**config.mk**
```make
export PLATFORM = sky130hd
export DESIGN_NAME = fetch_decode_queue_flat
export DESIGN_NICKNAME = d
export VERILOG_FILES = /design/src/rtl/fetch_decode_queue_if.sv /design/src/rtl/fetch_decode_queue.sv /design/src/flat_wrapper.sv
export SDC_FILE = /design/constraint.sdc
export NUM_CORES = 1
export LEC_CHECK = 0
export BUFFER_PORTS_ARGS = -buffer_cell sky130_fd_sc_hd__buf_2
export CORE_AREA = 2 2 152 213
export CTS_CLUSTER_SIZE = 10
export DETAILED_ROUTE_END_ITERATION = 6
export DIE_AREA = 0 0 154 215
export SLEW_MARGIN = 20
export SYNTH_ARGS = -nofsm -noshare
export SYNTH_HDL_FRONTEND = slang
export SYNTH_SLANG_ARGS = --single-unit
```
**constraint.sdc**
```tcl
create_clock -name CLK -period 3.2 [get_ports CLK]
set_input_delay 0.64 -clock CLK [delete_from_list [all_inputs] [get_ports CLK]]
set_output_delay 0.64 -clock CLK [all_outputs]
set_load 0.1 [all_outputs]
```
**src/rtl/fetch_decode_queue_if.sv**
```systemverilog
// rtl/fetch_decode_queue_if.sv - fetch/decode queue handshake bundle
interface fetch_decode_queue_if #(
    parameter int DEPTH   = 4,
    parameter int ADDR_W  = 32,
    parameter int INSTR_W = 32
);
    localparam int CNT_W = $clog2(DEPTH + 1);

    logic               flush;
    logic               in_valid;
    logic               in_ready;
    logic [ADDR_W-1:0]  imemaddr;
    logic [INSTR_W-1:0] imemload;
    logic               out_valid;
    logic               out_ready;
    logic [ADDR_W-1:0]  imemaddr_ID;
    logic [INSTR_W-1:0] instr_ID;
    logic [CNT_W-1:0]   count;
    logic               full;
    logic               empty;

    // Queue side
    modport slave (
        input  flush, in_valid, imemaddr, imemload, out_ready,
        output in_ready, out_valid, imemaddr_ID, instr_ID, count, full, empty
    );

    // Fetch/decode side
    modport master (
        output flush, in_valid, imemaddr, imemload, out_ready,
        input  in_ready, out_valid, imemaddr_ID, instr_ID, count, full, empty
    );
endinterface

```
**src/rtl/fetch_decode_queue.sv**
```systemverilog
// rtl/fetch_decode_queue.sv - circular FWFT instruction queue between fetch and decode
module fetch_decode_queue #(
    parameter int DEPTH   = 4,
    parameter int ADDR_W  = 32,
    parameter int INSTR_W = 32,
    parameter int CNT_W   = $clog2(DEPTH + 1)
) (
    input  logic                  CLK,
    input  logic                  RST,
    fetch_decode_queue_if.slave   q
);
    localparam int PTR_W = $clog2(DEPTH);

    logic [ADDR_W-1:0]  addr_mem  [DEPTH];
    logic [INSTR_W-1:0] instr_mem [DEPTH];
    logic [PTR_W-1:0]   wr_ptr;
    logic [PTR_W-1:0]   rd_ptr;
    logic [CNT_W-1:0]   cnt;

    logic full_w;
    logic empty_w;
    logic push;
    logic pop;

    // Status flags come straight from the occupancy register so in_ready/out_valid never
    // depend combinationally on the handshake inputs.
    assign full_w  = (cnt == CNT_W'(DEPTH));
    assign empty_w = (cnt == '0);
    assign push    = q.in_valid & ~full_w;
    assign pop     = q.out_ready & ~empty_w;

    assign q.full        = full_w;
    assign q.empty       = empty_w;
    assign q.in_ready    = ~full_w;
    assign q.out_valid   = ~empty_w;
    assign q.count       = cnt;
    assign q.imemaddr_ID = empty_w ? '0 : addr_mem[rd_ptr];
    assign q.instr_ID    = empty_w ? '0 : instr_mem[rd_ptr];

    // Entry storage; contents are don't-care after reset/flush since the pointers restart.
    always_ff @(posedge CLK) begin
        if (!RST && !q.flush && push) begin
            addr_mem[wr_ptr]  <= q.imemaddr;
            instr_mem[wr_ptr] <= q.imemload;
        end
    end

    // Pointers and occupancy: reset beats flush beats push/pop; pointers wrap at DEPTH.
    always_ff @(posedge CLK) begin
        if (RST || q.flush) begin
            wr_ptr <= '0;
            rd_ptr <= '0;
            cnt    <= '0;
        end else begin
            if (push) begin
                wr_ptr <= wr_ptr + PTR_W'(1);
            end
            if (pop) begin
                rd_ptr <= rd_ptr + PTR_W'(1);
            end
            if (push && !pop) begin
                cnt <= cnt + CNT_W'(1);
            end else if (pop && !push) begin
                cnt <= cnt - CNT_W'(1);
            end
        end
    end
endmodule

```
**src/flat_wrapper.sv**
```systemverilog
// flat-port wrapper written by rule: the top's interface ports become plain ports
module fetch_decode_queue_flat 
#(
    parameter int DEPTH   = 4,
    parameter int ADDR_W  = 32,
    parameter int INSTR_W = 32,
    parameter int CNT_W   = $clog2(DEPTH + 1)
)
  (CLK, RST, q_flush, q_in_valid, q_imemaddr, q_imemload, q_out_ready, q_in_ready, q_out_valid, q_imemaddr_ID, q_instr_ID, q_count, q_full, q_empty);
  fetch_decode_queue_if #(.DEPTH(DEPTH), .ADDR_W(ADDR_W), .INSTR_W(INSTR_W)) q_i ();
  input  logic CLK;
  input  logic RST;
  input wire logic [$bits(q_i.flush)-1:0] q_flush;
  input wire logic [$bits(q_i.in_valid)-1:0] q_in_valid;
  input wire logic [$bits(q_i.imemaddr)-1:0] q_imemaddr;
  input wire logic [$bits(q_i.imemload)-1:0] q_imemload;
  input wire logic [$bits(q_i.out_ready)-1:0] q_out_ready;
  output wire logic [$bits(q_i.in_ready)-1:0] q_in_ready;
  output wire logic [$bits(q_i.out_valid)-1:0] q_out_valid;
  output wire logic [$bits(q_i.imemaddr_ID)-1:0] q_imemaddr_ID;
  output wire logic [$bits(q_i.instr_ID)-1:0] q_instr_ID;
  output wire logic [$bits(q_i.count)-1:0] q_count;
  output wire logic [$bits(q_i.full)-1:0] q_full;
  output wire logic [$bits(q_i.empty)-1:0] q_empty;
  assign q_i.flush = q_flush;
  assign q_i.in_valid = q_in_valid;
  assign q_i.imemaddr = q_imemaddr;
  assign q_i.imemload = q_imemload;
  assign q_i.out_ready = q_out_ready;
  assign q_in_ready = q_i.in_ready;
  assign q_out_valid = q_i.out_valid;
  assign q_imemaddr_ID = q_i.imemaddr_ID;
  assign q_instr_ID = q_i.instr_ID;
  assign q_count = q_i.count;
  assign q_full = q_i.full;
  assign q_empty = q_i.empty;
  fetch_decode_queue #(.DEPTH(DEPTH), .ADDR_W(ADDR_W), .INSTR_W(INSTR_W), .CNT_W(CNT_W)) u_core (.CLK(CLK), .RST(RST), .q(q_i));
endmodule
```
==> results.sh, run 1 <==
export IMPL_grt_pass1_vias=5523
export IMPL_pwr_share_comb_pct=18.5
export IMPL_clkTransAtPathRegs_ns=0.06
export IMPL_cts_hold_buf=0
export IMPL_seq_area_frac_synth_pct=77.5
export IMPL_synth_main_ff_cell="edfxtp_1"
export IMPL_portBuffers=139
export IMPL_netlist_instances=458
export IMPL_viasPerCell=4.77
export IMPL_start_util_pct=32.4
export IMPL_htreeDepth=1
export IMPL_synth_edff_count=256
export IMPL_core_um2=31300
export IMPL_preCtsSetupSlack_ns=0.614
export IMPL_fillerInstances=2757
export IMPL_antenna_found_initial=5
export IMPL_grt_pass1_wl_um=32500
export IMPL_clockPowerShare_pct=36.0
export IMPL_ys_warn_count=0
export IMPL_rows=77
export IMPL_clockBufferDepth=3
export IMPL_cp_cell_sequence="buf_4 > mux4_2 > and2_1 > buf_2"
export IMPL_synth_common_cells="edfxtp_1 (256), and2_1 (64), mux4_2 (64), clkbuf_1 (14), dfxtp_1 (9)"
export IMPL_cts_root_buf="clkbuf_16"
export IMPL_fmax_ghz=0.334
export IMPL_avgSynthCellArea_um2=22.2
export IMPL_ctsResizeCount=0
export IMPL_place_hpwl_um=12800
export IMPL_cts_tree="built"
export IMPL_ant_nets=0
export IMPL_multiInputGateArea_um2=2150
export IMPL_io_pins=140
export IMPL_fin_crit_ns=3.00
export IMPL_path_delay_family="buffers and inverters"
export IMPL_yosysTopAreaCell="edfxtp_1"
export IMPL_clock_latency_ns=0.54
export IMPL_skew_ns=0.00771
export IMPL_worst_pin_slew_ns=0.503
export IMPL_cpMaxStageDelayCell="mux4_2"
export IMPL_clock_sinks=265
export IMPL_setup_viol=0
export IMPL_globalplace_congestion=0.664
export IMPL_drive_above_1_share_pct=41.4
export IMPL_crit_type="reg -> out"
export IMPL_max_slew_margin_pct=66.7
export IMPL_seqPwrFrac_pct=45.6
export IMPL_switching_share_pct=30.0
export IMPL_peakVddDrop_v=0.000288
export IMPL_final_cell_count_no_fill=1036
export IMPL_wl_um=21100
export IMPL_cap_violations=0
export IMPL_grt_use_total_pct=12.9
export IMPL_hold_class="in -> reg"
export IMPL_status="finished clean"
export IMPL_final_cell_area_um2=12300
export IMPL_synth_top_area_share_pct=75.7
export IMPL_ys_top_cells_by_area="edfxtp_1 (76%), mux4_2 (14%), and2_1 (3.9%)"
export IMPL_syn_num_nets=533
export IMPL_placedInstanceArea_um2=11400
export IMPL_synth_most_common_cell="edfxtp_1"
export IMPL_postCtsSetupBuffers=0
export IMPL_placed_cells_incl_taps=977
export IMPL_layout_nets=689
export IMPL_rsz0062_at_grt="no"
export IMPL_slowest_delay_ns=0.56
export IMPL_maxSlewViolCount=0
export IMPL_vias=4941
export IMPL_ys_async_sr_fraction_pct=0
export IMPL_arrival_ns=2.36
export IMPL_register_area_um2=7880
export IMPL_ys_seq_elements=265
export IMPL_synth_cell_types=27
export IMPL_hold_viol=0
export IMPL_cp_max_fo=23
export IMPL_setup_slack_ns=0.204
export IMPL_cts_buffers=30
export IMPL_wl_per_cell_um=20.4
export IMPL_dr_pass1_iters=7
export IMPL_drc=0
export IMPL_drt_iter0_drc=223
export IMPL_min_period_over_period_pct=93.6
export IMPL_crit_required_ns=2.56
export IMPL_cp_start_kind="register"
export IMPL_die_h_um=215
export IMPL_areaGrowthSynthToFinish_pct=20.9
export IMPL_netlist_area_um2=10200
export IMPL_overflow=0
export IMPL_leakagePower_nw=4.16
export IMPL_critPathCaptureType="output pin"
export IMPL_grt_max_degree=47
export IMPL_final_core_util_pct=39.2
export IMPL_chipWidth_um=154
export IMPL_power_mw=8.49
export IMPL_path_buf_inv=2
export IMPL_p_int_mw=5.95
export IMPL_p_sw_mw=2.55
export IMPL_cellPowerDensity_nw_per_um2=692
export IMPL_dieArea_um2=33100
worst paths after layout:
| check | from | end | slack, ns | cells past startpoint |
|---|---|---|---|---|
| worst max-delay path | register | q_imemaddr_ID[24] | 0.20 | 4 |
| worst min register to register | u_core.rd_ptr[1]$_SDFFE_PP0P_ | register | 0.48 | 2 |
| worst min-delay path | q_imemload[3] | u_core.instr_mem[3][3]$_DFFE_PP_ | 0.31 | 1 |
| worst max register to register | u_core.q.count[0]$_SDFFE_PP0P_ | u_core.q.count[2]$_SDFFE_PP0P_ | 0.83 | 8 |
worst register-to-register path, delay by kind of cell (launching register included):
kind                     cells  cell delay (ns)
AND/OR/NAND/NOR              3             0.87
adder cells (fa/ha/maj)      2             0.57
flip-flops                   1             0.45
XOR/XNOR                     1             0.17
AO/OA/AOI/OAI                1             0.17
buffers and inverters        1             0.06
power by group through the flow:
stage          registers, mW  clock network (mW)  logic (mW)
5_1_grt                 3.87                3.29        1.63
2_1_floorplan           3.97                   0        1.25
3_5_place_dp            3.94                   0        1.59
6_report                3.87                3.06        1.57
4_1_cts                 3.87                3.15        1.59
3_3_place_gp            3.94                   0        1.57
sequential cells by signal, summed over array words and instances (netlist names), named ones only:
| signal | cells |
|---|---|
| u_core.wr_ptr | 2 |
| u_core.rd_ptr | 2 |
| u_core.q.count | 3 |
| u_core.addr_mem | 128 |
| u_core.instr_mem | 128 |
logic make-up (layout without fill, tap and decap cells):
logic type      count (synthesis)  after routing  synth area share [%]
mux                            65             65                  14.3
buf+inv                        29            209                  1.69
fa+ha+maj                       6              6                 0.813
xor+xnor                        3              3                 0.259
flops                         265            265                  77.5
simple gates                   82             82                  4.95
other cells                     0              3                     0
compound gates                  8              8                 0.517
final cells by class:
| class | count | share of cell area, % |
|---|---|---|
| flip-flops and latches | 265 | 64.1 |
| multi-input cells | 164 | 17.5 |
| clock buffers | 55 | 7.04 |
| repair buffers | 148 | 6.93 |
| well taps | 395 | 4.03 |
| inverters | 5 | 0.153 |
| clock inverters | 1 | 0.132 |
| diodes | 3 | 0.0611 |
placed cells by master (no fill, tap or decap), types with 7 or more instances in the layout:
master and count:
dfxtp_1 7, buf_2 139, and2_2 8, clkbuf_16 30
and2_1 56, buf_12 7, clkbuf_1 23, edfxtp_1 256
mux4_2 64
through the flow:
stage | TNS, ns | hold WS (ns)
after floorplan | -0.0811 | 0.459
after global placement | 0 | 0.463
after detailed placement | 0 | 0.477
after CTS | 0 | 0.271
after global routing | 0 | 0.282
final | 0 | 0.305
routing by layer:
layer | track usage (%) | part of all wire (%)
met5 | 0 | 0.13
met4 | 4.39 | 1.9
met3 | 2.88 | 5.8
met2 | 24.1 | 54
met1 | 14.3 | 38
Note: power is estimated with default switching activity, not from simulation.
==> run 2: changes to the inputs <==
- RECOVER_POWER: default -> 100
==> results.sh, run 2 (synthesis gave the netlist of run 1 again) <==
export IMPL_status="finished clean"
export IMPL_setup_slack_ns=0.157
export IMPL_critPathCaptureType="output pin"
export IMPL_leakagePower_nw=3.94
export IMPL_globalplace_congestion=0.664
export IMPL_cp_max_fo=41
export IMPL_hold_class="in -> reg"
export IMPL_grt_pass1_wl_um=32500
export IMPL_ant_nets=0
export IMPL_place_hpwl_um=12800
export IMPL_htreeDepth=1
export IMPL_cts_root_buf="clkbuf_16"
export IMPL_clockBufferDepth=3
export IMPL_clock_latency_ns=0.54
export IMPL_grt_use_total_pct=12.9
export IMPL_portBuffers=139
export IMPL_wl_per_cell_um=20.5
export IMPL_skew_ns=0.00984
export IMPL_io_pins=140
export IMPL_power_mw=8.48
export IMPL_placed_cells_incl_taps=977
export IMPL_crit_required_ns=2.56
export IMPL_peakVddDrop_v=0.000289
export IMPL_cap_violations=0
export IMPL_core_um2=31300
export IMPL_placedInstanceArea_um2=11400
export IMPL_preCtsSetupSlack_ns=0.614
export IMPL_path_delay_family="buffers and inverters"
export IMPL_min_period_over_period_pct=95.1
export IMPL_wl_um=21200
export IMPL_cellPowerDensity_nw_per_um2=697
export IMPL_slowest_delay_ns=0.58
export IMPL_rows=77
export IMPL_die_h_um=215
export IMPL_arrival_ns=2.40
export IMPL_final_cell_mix="edfxtp_1 (256), clkbuf_1 (91), mux4_2 (64)"
export IMPL_max_slew_margin_pct=14.1
export IMPL_rsz0062_at_grt="no"
export IMPL_clkTransAtPathRegs_ns=0.06
export IMPL_fmax_ghz=0.329
export IMPL_cp_cell_sequence="buf_12 > mux4_2 > and2_2 > clkbuf_2"
export IMPL_overflow=0
export IMPL_cp_start_kind="register"
export IMPL_grt_pass1_vias=5523
export IMPL_antenna_found_initial=2
export IMPL_cts_buffers=30
export IMPL_drt_iter0_drc=222
export IMPL_viasPerCell=4.77
export IMPL_chipWidth_um=154
export IMPL_start_util_pct=32.4
export IMPL_drc=0
export IMPL_dr_pass1_iters=6
export IMPL_postCtsSetupBuffers=0
export IMPL_path_buf_inv=2
export IMPL_layout_nets=689
export IMPL_grt_max_degree=47
export IMPL_fin_crit_ns=3.04
export IMPL_worst_pin_slew_ns=1.29
export IMPL_vias=4935
export IMPL_setup_viol=0
export IMPL_layout_commonest_cell="edfxtp_1"
export IMPL_clock_sinks=265
export IMPL_drive_above_1_share_pct=29.9
export IMPL_cpMaxStageDelayCell="mux4_2"
export IMPL_dieArea_um2=33100
export IMPL_cts_tree="built"
export IMPL_hold_viol=0
export IMPL_final_cell_count_no_fill=1034
export IMPL_final_cell_area_um2=12200
export IMPL_crit_type="reg -> out"
export IMPL_areaGrowthSynthToFinish_pct=19.7
export IMPL_maxSlewViolCount=0
run 2: cell count changes in the layout (fill, tap and decap cells not counted):
| cell | change |
|---|---|
| and3_4 | -4 |
| clkbuf_1 | +68 |
| and2_4 | -1 |
| and2_0 | +1 |
| diode_2 | -2 |
| buf_2 | -111 |
| buf_6 | +1 |
| and3_1 | +4 |
| clkbuf_2 | +43 |
| buf_12 | -1 |
run 2: metrics by stage:
stage / util (%) / hold WS (ns) / setup TNS [ns]
after CTS: 39.2 / 0.271 / 0
final: 38.8 / 0.349 / 0
after global placement: 36.4 / 0.463 / 0
after floorplan: - / 0.459 / -0.0811
after detailed placement: 36.4 / 0.477 / 0
after global routing: 38.8 / 0.343 / 0
run 2: final cells by class:
type	instances	area, um^2
diodes	1	2.50
clock inverters	1	16.3
clock buffers	55	865
flip-flops and latches	265	7880
repair buffers	148	757
well taps	395	494
inverters	5	18.8
fillers	2795	19200
multi-input cells	164	2130
run 2: path summary, 6_finish.rpt:
check | endpoint | from | depth (start not counted) | slack, ns
hold / removal | u_core.instr_mem[3][3]$_DFFE_PP_ | q_imemload[3] | 1 | 0.35
setup reg to reg | u_core.instr_mem[3][21]$_DFFE_PP_ | u_core.q.count[1]$_SDFFE_PP0P_ | 4 | 0.32
hold reg to reg | register | u_core.rd_ptr[1]$_SDFFE_PP0P_ | 2 | 0.48
setup / recovery | q_imemaddr_ID[16] | register | 4 | 0.16
run 2: repair_timing:
item,4_1_cts,5_1_grt
hold buffers,0,0
setup endpoints to repair,0,10
gates resized for setup,0,1
run 2: routing by layer:
metal / vias to the layer above / share of wire, % / GRT usage [%]
li1: 2177 / - / -
met2: 148 / 54 / 24.1
met4: 2 / 1.9 / 4.39
met1: 2585 / 38 / 14.3
met5: - / 0.061 / 0
met3: 23 / 5.5 / 2.88
run 2: where the power goes:
group	switching [mW]	internal, mW	total, mW
combinational	1.28	0.277	1.55
sequential	0.0182	3.85	3.87
clock	1.25	1.80	3.05
